### config.mk
export PLATFORM = sky130hd
export DESIGN_NAME = smg_scan_sched
export DESIGN_NICKNAME = d
export VERILOG_FILES = /design/src/rtl/smg_pkg.sv /design/src/rtl/smg_phase_tick.sv /design/src/rtl/smg_scan_sched.sv
export SDC_FILE = /design/constraint.sdc
export NUM_CORES = 1
export LEC_CHECK = 0
export CAP_MARGIN = 30
export CORE_ASPECT_RATIO = 1.1
export CORE_MARGIN = 1
export CORE_UTILIZATION = 50
export CTS_CLUSTER_SIZE = 16
export DETAILED_ROUTE_END_ITERATION = 10
export PLACE_DENSITY = 0.82
export SETUP_SLACK_MARGIN = 0.1
export SLEW_MARGIN = 10
export SYNTH_ARGS = -nofsm -noshare
export SYNTH_HDL_FRONTEND = slang
export SYNTH_SLANG_ARGS = --single-unit
### constraint.sdc
create_clock -name CLK -period 4.8 [get_ports CLK]
set_input_delay 1.44 -clock CLK [delete_from_list [all_inputs] [get_ports CLK]]
set_output_delay 1.44 -clock CLK [all_outputs]
set_load 0.02 [all_outputs]
### src/rtl/smg_pkg.sv
// Shared constants, types and digit helpers for the six-digit multiplexed
// seven-segment scan scheduler.
package smg_pkg;

  localparam int DIGITS = 6;
  localparam int CODE_W = 4;
  localparam int PHASES = 8;
  localparam int PH_W   = $clog2(PHASES);
  localparam logic [DIGITS-1:0] ALL_OFF = 6'b111111;

  // Slot register is 4 bits wide so that any corrupted value decodes to a
  // defined recovery path rather than aliasing onto a live slot.
  typedef enum logic [3:0] {
    SLOT0 = 4'd0,
    SLOT1 = 4'd1,
    SLOT2 = 4'd2,
    SLOT3 = 4'd3,
    SLOT4 = 4'd4,
    SLOT5 = 4'd5
  } slot_e;

  typedef struct packed {
    logic [DIGITS*CODE_W-1:0] codes;
    logic [DIGITS-1:0]        dp;
  } frame_t;

  function automatic logic [CODE_W-1:0] digit_code(input frame_t f, input slot_e s);
    logic [CODE_W-1:0] c;
    case (s)
      SLOT0:   c = f.codes[23:20];
      SLOT1:   c = f.codes[19:16];
      SLOT2:   c = f.codes[15:12];
      SLOT3:   c = f.codes[11:8];
      SLOT4:   c = f.codes[7:4];
      SLOT5:   c = f.codes[3:0];
      default: c = '0;
    endcase
    return c;
  endfunction

  function automatic logic digit_dp(input frame_t f, input slot_e s);
    logic d;
    case (s)
      SLOT0:   d = f.dp[5];
      SLOT1:   d = f.dp[4];
      SLOT2:   d = f.dp[3];
      SLOT3:   d = f.dp[2];
      SLOT4:   d = f.dp[1];
      SLOT5:   d = f.dp[0];
      default: d = 1'b0;
    endcase
    return d;
  endfunction

  // Active-low one-hot select for a slot; invalid slots select nothing.
  function automatic logic [DIGITS-1:0] sel_mask(input slot_e s);
    logic [DIGITS-1:0] m;
    case (s)
      SLOT0:   m = 6'b111110;
      SLOT1:   m = 6'b111101;
      SLOT2:   m = 6'b111011;
      SLOT3:   m = 6'b110111;
      SLOT4:   m = 6'b101111;
      SLOT5:   m = 6'b011111;
      default: m = ALL_OFF;
    endcase
    return m;
  endfunction

  // Bit i set when digit i is a leading zero; the last digit is never blanked
  // so an all-zero value still shows a single 0.
  function automatic logic [DIGITS-1:0] lz_blank(input logic [DIGITS*CODE_W-1:0] codes,
                                                 input logic en);
    logic [DIGITS-1:0] m;
    logic              run;
    m   = '0;
    run = en;
    for (int i = 0; i < DIGITS - 1; i++) begin
      run  = run && (codes[(DIGITS-1-i)*CODE_W +: CODE_W] == '0);
      m[i] = run;
    end
    return m;
  endfunction

endpackage

### src/rtl/smg_phase_tick.sv
// PWM phase prescaler: divides CLK into phase ticks and tracks the 3-bit
// phase index within a digit slot.
module smg_phase_tick
  import smg_pkg::*;
#(
  parameter logic [15:0] T_PHASE = 16'd6249
) (
  input  logic            CLK,
  input  logic            RSTn,
  output logic            Tick_o,
  output logic [PH_W-1:0] Phase_o
);

  logic [15:0]     cnt_q, cnt_d;
  logic [PH_W-1:0] phase_q, phase_d;
  logic            tick;

  always_comb begin
    tick    = (cnt_q == T_PHASE);
    cnt_d   = tick ? 16'd0 : cnt_q + 16'd1;
    phase_d = tick ? phase_q + 3'd1 : phase_q;
  end

  always_ff @(posedge CLK or negedge RSTn) begin
    if (!RSTn) begin
      cnt_q   <= '0;
      phase_q <= '0;
    end else begin
      cnt_q   <= cnt_d;
      phase_q <= phase_d;
    end
  end

  assign Tick_o  = tick;
  assign Phase_o = phase_q;

endmodule

### src/rtl/smg_scan_sched.sv
// Six-digit display scan scheduler: double-buffered frame load, slot
// sequencing, PWM brightness, leading-zero blanking and registered outputs.
module smg_scan_sched
  import smg_pkg::*;
#(
  parameter logic [15:0] T_PHASE = 16'd6249
) (
  input  logic                     CLK,
  input  logic                     RSTn,
  input  logic                     Load_Valid,
  input  logic [DIGITS*CODE_W-1:0] Load_Data,
  input  logic [DIGITS-1:0]        Load_Dp,
  output logic                     Load_Ready,
  input  logic [PH_W-1:0]          Bright,
  input  logic                     Lz_En,
  input  logic                     Scan_En,
  output logic [DIGITS-1:0]        Dig_Sel,
  output logic [CODE_W-1:0]        Number_Data,
  output logic                     Dp_Out,
  output logic                     Frame_Start
);

  logic            tick;
  logic [PH_W-1:0] phase;

  smg_phase_tick #(
    .T_PHASE (T_PHASE)
  ) u_phase (
    .CLK     (CLK),
    .RSTn    (RSTn),
    .Tick_o  (tick),
    .Phase_o (phase)
  );

  frame_t            shadow_q, active_q, shadow_d, active_d;
  logic              pending_q, pending_d;
  slot_e             slot_q, slot_d;
  logic [DIGITS-1:0] dig_sel_q, dig_sel_d;
  logic [CODE_W-1:0] num_q, num_d;
  logic              dp_q, dp_d;
  logic              fstart_q;

  logic              slot_adv, boundary, accept, lit;
  logic [DIGITS-1:0] blank;

  always_comb begin
    slot_adv = tick && (phase == 3'd7);
    boundary = slot_adv && (slot_q == SLOT5);
    accept   = Load_Valid && !pending_q;

    slot_d = slot_q;
    case (slot_q)
      SLOT0:   if (slot_adv) slot_d = SLOT1;
      SLOT1:   if (slot_adv) slot_d = SLOT2;
      SLOT2:   if (slot_adv) slot_d = SLOT3;
      SLOT3:   if (slot_adv) slot_d = SLOT4;
      SLOT4:   if (slot_adv) slot_d = SLOT5;
      SLOT5:   if (slot_adv) slot_d = SLOT0;
      default: slot_d = SLOT0;
    endcase
  end

  // Shadow fills only while nothing is pending, so a boundary transfer and a
  // new capture never compete; a capture on the boundary cycle waits a frame.
  always_comb begin
    shadow_d  = shadow_q;
    active_d  = active_q;
    pending_d = pending_q;
    if (boundary && pending_q) begin
      active_d  = shadow_q;
      pending_d = 1'b0;
    end
    if (accept) begin
      shadow_d.codes = Load_Data;
      shadow_d.dp    = Load_Dp;
      pending_d      = 1'b1;
    end
  end

  always_comb begin
    blank     = lz_blank(active_q.codes, Lz_En);
    lit       = Scan_En && (phase <= Bright);
    dig_sel_d = lit ? (sel_mask(slot_q) | blank) : ALL_OFF;
    num_d     = digit_code(active_q, slot_q);
    dp_d      = digit_dp(active_q, slot_q);
  end

  always_ff @(posedge CLK or negedge RSTn) begin
    if (!RSTn) begin
      slot_q    <= SLOT0;
      shadow_q  <= '0;
      active_q  <= '0;
      pending_q <= 1'b0;
      dig_sel_q <= ALL_OFF;
      num_q     <= '0;
      dp_q      <= 1'b0;
      fstart_q  <= 1'b0;
    end else begin
      slot_q    <= slot_d;
      shadow_q  <= shadow_d;
      active_q  <= active_d;
      pending_q <= pending_d;
      dig_sel_q <= dig_sel_d;
      num_q     <= num_d;
      dp_q      <= dp_d;
      fstart_q  <= boundary;
    end
  end

  assign Load_Ready  = ~pending_q;
  assign Dig_Sel     = dig_sel_q;
  assign Number_Data = num_q;
  assign Dp_Out      = dp_q;
  assign Frame_Start = fstart_q;

endmodule

Yosys cells after proc, flatten, opt, wreduce, memory -nomap -nowiden
Index checks and enable logic that the tools add are counted.
{ "classes": {"n_reduce_logical": 19, "add_sub_neg": 2, "order_cmp": 1, "muxes": 14, "n_bitwise": 2, "eq_ne": 13} }
{ "op_table": {"columns": ["op", "count"], "rows": [
  ["case mux 4 bit (6 select lines)", 2],
  ["case mux 6 bit (6 select lines)", 1],
  ["zero test 4 bit", 6],
  ["two-way mux 4 bit", 6],
  ["adder 16 x 1 -> 16 bit (second input constant)", 1],
  ["equality test 16 x 13 -> 1 bit (second input constant)", 1],
  ["two-way mux 16 bit", 1],
  ["inequality test 2 bit (second input constant)", 6],
  ["logical AND 1 bit", 10],
  ["equality test 4 x 2 -> 1 bit (second input constant)", 2],
  ["equality test 4 x 3 -> 1 bit (second input constant)", 2],
  ["two-way mux 6 bit", 1],
  ["OR 6 x 5 -> 6 bit", 1],
  ["case mux 1 bit (6 select lines)", 1],
  ["AND reduction 6 bit", 1],
  ["equality test 4 x 1 -> 1 bit (second input constant)", 1],
  ["adder 3 x 1 -> 3 bit (second input constant)", 1],
  ["equality test 3 bit (second input constant)", 1],
  ["<= comparator 3 bit", 1],
  ["two-way mux 1 bit", 2],
  ["nonzero test 2 bit", 1],
  ["zero test 1 bit", 1],
  ["NOT 1 bit", 1]
]} }
{ "totals": {"input_bits": 38, "output_inout_bits": 13, "word_cells": 63, "ff_bits": 96} }

Logic depth before layout (Yosys ltp)
{ "logic_depth": {"ltp_word": 8, "mapped_depth": 7, "ltp_nobuf": 6} }

Cells and area by module
A second synthesis with hierarchy kept.
{ "hier_totals": {"hier_cells": 298, "hier_area_um2": 4097.7} }
{ "modules_own_cells": {"columns": ["module", "n_inst", "cells_per_inst", "area_per_inst_um2", "seq_area_each_um2"], "rows": [
  ["smg_scan_sched", 1, 218, 3188.1, 1909.3],
  ["smg_phase_tick", 1, 80, 909.6, 475.5]
]} }

Least setup slack after synthesis
OpenSTA, ideal clock, no wires.
{ "synth_path": {"path_type": "input to register", "from": "input port Bright[1]", "to": "register dig_sel_q[3], in the netlist Dig_Sel[3]", "path_slack_ns": 2.331, "stages": 6, "n_path_buf": 0, "t_arrival_ns": 2.370, "path_cell_list": "inv_1 > ha_1 > and3_1 > a211oi_1 > nor3b_1 > nand4_1"} }
{ "synth_via": {"elab_chain_cells": 3} }
{ "synth_rtl": {"columns": ["item", "line", "rtl"], "rows": [
  ["from (decl)", "smg_scan_sched.sv:14", "input logic [PH_W-1:0] Bright,"],
  ["<= comparator 3 bit", "smg_scan_sched.sv:82", "lit = Scan_En && (phase <= Bright);"],
  ["logical AND 1 bit", "smg_scan_sched.sv:82", null],
  ["two-way mux 6 bit", "smg_scan_sched.sv:83", "dig_sel_d = lit ? (sel_mask(slot_q) | blank) : ALL_OFF;"],
  ["via dig_sel_d[3]", "smg_scan_sched.sv:38", "logic [DIGITS-1:0] dig_sel_q, dig_sel_d;"],
  ["to (signal assigned)", "smg_scan_sched.sv:103", "dig_sel_q <= dig_sel_d;"],
  ["to (decl)", "smg_scan_sched.sv:38", null]
]} }
The timed path passes the listed nets, and every way through them passes these cells.
A chain may end at the register's enable or synchronous reset.

Worst setup path in the final report
{ "layout_path": {"from": "register dig_sel_q[3], in the netlist Dig_Sel[3]", "to": "output port Dig_Sel[3]"} }
{ "layout_rtl": {"columns": ["item", "line", "rtl"], "rows": [
  ["to (decl)", "smg_scan_sched.sv:17", "output logic [DIGITS-1:0] Dig_Sel,"]
]} }
No word-level cell between the ends.

==> results.py <==
metrics = {
    "floorplanning": {
        "num_io_pins": 51,
        "core_area_mm2": 0.00808,
        "die-area_mm2": 0.00889,
        "die_x_um": 90.0,
        "start_util_pct": 52.7,
        "die_y_um": 98.8,
        "rows": 34,
    },
    "clocking": {
        "clk_latency_ns": 0.35,
        "root_buffer": "clkbuf_8",
        "htree_levels": 3,
        "cts.sinks": 95,
        "post_cts_buffers": 0,
        "cts_resized": 0,
        "tritoncts": "built",
        "clk_pin_slew_ns": 0.08,
        "clockBufferDepth": 2,
        "holdBufCountCts": 0,
        "cts_made_buffers": 9,
    },
    "sta": {
        "hold_violations": 0,
        "worst_pin_slew_ns": 0.867,
        "hold_ws_ns": 0.508,
        "max_freq_mhz": 344,
        "setup_viol_count_final": 0,
        "timing.final.max_slew_violations": 0,
        "clock_skew_ns": 0.00981,
        "finalCritPeriodShare_pct": 60.6,
        "setup_tns_ns": 0,
        "worst_slack_ns": 1.89,
        "rsz0062_at_grt": "no",
        "period_minus_slack_ns": 2.91,
        "slew_headroom_pct": 42.2,
    },
    "synth": {
        "ys_types": 42,
        "ys.warnings.count": 0,
        "synthTopCellsByArea": "dfrtp_1 52%, mux2_2 11%, mux2_4 10%",
        "syn-cell-area_mm2": 0.00426,
        "synth-xor-area-share_pct": 2.67,
        "seq_area_frac_synth_pct": 56.0,
        "synthAdderAreaFrac_pct": 2.06,
        "synth_compound_area_share_pct": 3.52,
        "synth_top_family_by_area": "multiplexers",
        "synth_ff_type": "dfrtp_1",
        "synthMuxAreaShare_pct": 21.8,
        "mappedNetlistNets": 356,
        "async_reset_ff_share_pct": 100,
        "postSynthAreaPerCell_um2": 13.7,
        "synth_top_area_share_pct": 52.3,
        "synthSimpleGateAreaFrac_pct": 11.7,
        "ys_ff_latch": 95,
        "postSynthCellCount": 311,
        "synth_top_area_cell": "dfrtp_1",
        "synth_edf_count": 0,
    },
    "power": {
        "leakagePower_uw": 0.00234,
        "ir_worst_vdd_mv": 0.198,
        "power_density_mw_per_mm2": 297,
    },
    "critical_path": {
        "end_kind": "output pin",
        "path_depth": 1,
        "crit_start": "Dig_Sel[3]",
        "crit_chain": "clkdlybuf4s50_1",
        "path_class": "flip-flop to output pin",
        "crit_family": "buffers and inverters",
        "slowest_delay_ns": 0.60,
        "worstPathArrival_ns": 1.47,
        "r2r-start": "u_phase.cnt_q[1]",
        "endpoint": "Dig_Sel[3]",
        "cp-start-kind": "flip-flop",
        "crit_fanout": 1,
        "crit_buf_inv": 1,
        "worst-r2r-cell-count": 6,
        "reg2reg_slack_ns": 2.39,
        "cpMaxStageDelayCell": "clkdlybuf4s50_1",
        "rr_endpoint": "active_q[1]",
        "required_ns": 3.36,
    },
    "placed_design": {
        "io_buffers": 50,
        "dp_hpwl_um": 5340,
        "dp_worst_setup_slack_ns": 1.73,
        "gp_congestion": 0.839,
    },
    "global_routing": {
        "track_usage_pct": 18.7,
        "antenna_found_initial": 0,
        "grt_pass1_wl_um": 13000,
        "grt_pass1_vias": 2692,
        "grt_overflow": 0,
        "grt_max_degree": 72,
    },
    "finish": {
        "multi_input_area_mm2": 0.00178,
        "area.sequential_mm2": 0.00238,
        "layout_commonest_cell": "dfrtp_1",
        "final_cell_mix": "89 x dfrtp_1, 49 x clkdlybuf4s50_1, 40 x mux2_2",
        "nNetsFinal": 406,
        "num_antenna_cells": 0,
        "syn2layout_area_growth_pct": 18.8,
        "drive_above_1_share_pct": 27.3,
        "fillers": 621,
    },
    "routing": {
        "drt_pass1_iterations": 4,
        "vias": 2581,
        "ant_nets": 0,
        "drc": 0,
        "drt_wl_total_um": 7470,
        "wl_per_cell_um": 15.7,
        "drtIter0Drc": 122,
        "vias_per_cell": 5.45,
    },
    "run": {
        "cap_violations": 0,
    },
    "min_path": {
        "hold_path_class": "flip-flop to flip-flop",
    },
    "outcome": {
        "status": "finished, final reports clean",
    },
}
-- worst min path at each step --
| stage | from | to | depth (start not counted) |
|---|---|---|---|
| after global placement | u_phase.cnt_q[15] | u_phase.cnt_q[15] | 1 |
| final | u_phase.cnt_q[15] | u_phase.cnt_q[15] | 1 |
| after detailed placement | u_phase.cnt_q[15] | u_phase.cnt_q[15] | 1 |
| after global routing | shadow_q[8] | active_q[8] | 1 |
| after CTS | u_phase.cnt_q[15] | u_phase.cnt_q[15] | 1 |
| after floorplan | active_q[1] | Dp_Out | 2 |
-- synthesized netlist by cell type, types with 6 or more instances --
cell,instances
nor2_1,16
inv_1,7
dfstp_2,6
xor2_1,7
a22oi_1,7
dfrtp_1,89
xnor2_1,6
ha_1,7
mux2_4,29
mux2_2,40
nand3_1,7
nand2_1,16
and3_1,6
nand4_1,7
clkbuf_1,6
-- registers in the layout, indices dropped and copies added (netlist names) --
signal and cells:
Dig_Sel 6, Dp_Out 1, Frame_Start 1, Number_Data 4
active_q 30, pending_q 1, shadow_q 30, slot_q 3
u_phase.Phase_o 3, u_phase.cnt_q 16
-- where the power goes --
group | internal [µW] | total (µW) | switching, µW
clock | 306 | 565 | 259
sequential | 833 | 853 | 19.3
combinational | 54.1 | 84.1 | 30.0
total | 1190 | 1500 | 309
-- kinds of logic after synthesis --
logic type,Yosys count
multiplexers,72
adder cells (fa/ha/maj),7
AND/OR/NAND/NOR,83
buffers and inverters,20
XOR/XNOR,13
flip-flops,95
AO/OA/AOI/OAI,21
-- routing by layer --
| metal | wire length, µm | up-vias | GRT usage (%) |
|---|---|---|---|
| met1 | 3510 | 1299 | 25.0 |
| met3 | 200 | 9 | 2.85 |
| met2 | 3620 | 62 | 29.8 |
| li1 | - | 1211 | - |
| met4 | 133 | 0 | 9.93 |
| met5 | 0 | - | 0 |
-- area by class of cell --
class | count | area share, %
multi-input combinational | 196 | 35.2
clock inverter | 6 | 1.66
inverter | 7 | 0.519
tap | 108 | 2.67
timing repair buffer | 52 | 10.1
clock buffer | 10 | 2.72
sequential | 95 | 47.1
-- metrics by stage --
step                      instance area (µm²)  total power [µW]  std cells  utilization (%)
final                                    5060              1500        474             62.6
after global placement                   4840               951        458             59.9
after global routing                     5060              1560        474             62.6
after floorplan                          4260               896        311                -
after CTS                                5060              1520        474             62.6
after detailed placement                 4840               955        458             59.9
Note: power is estimated with default switching activity, not from simulation.
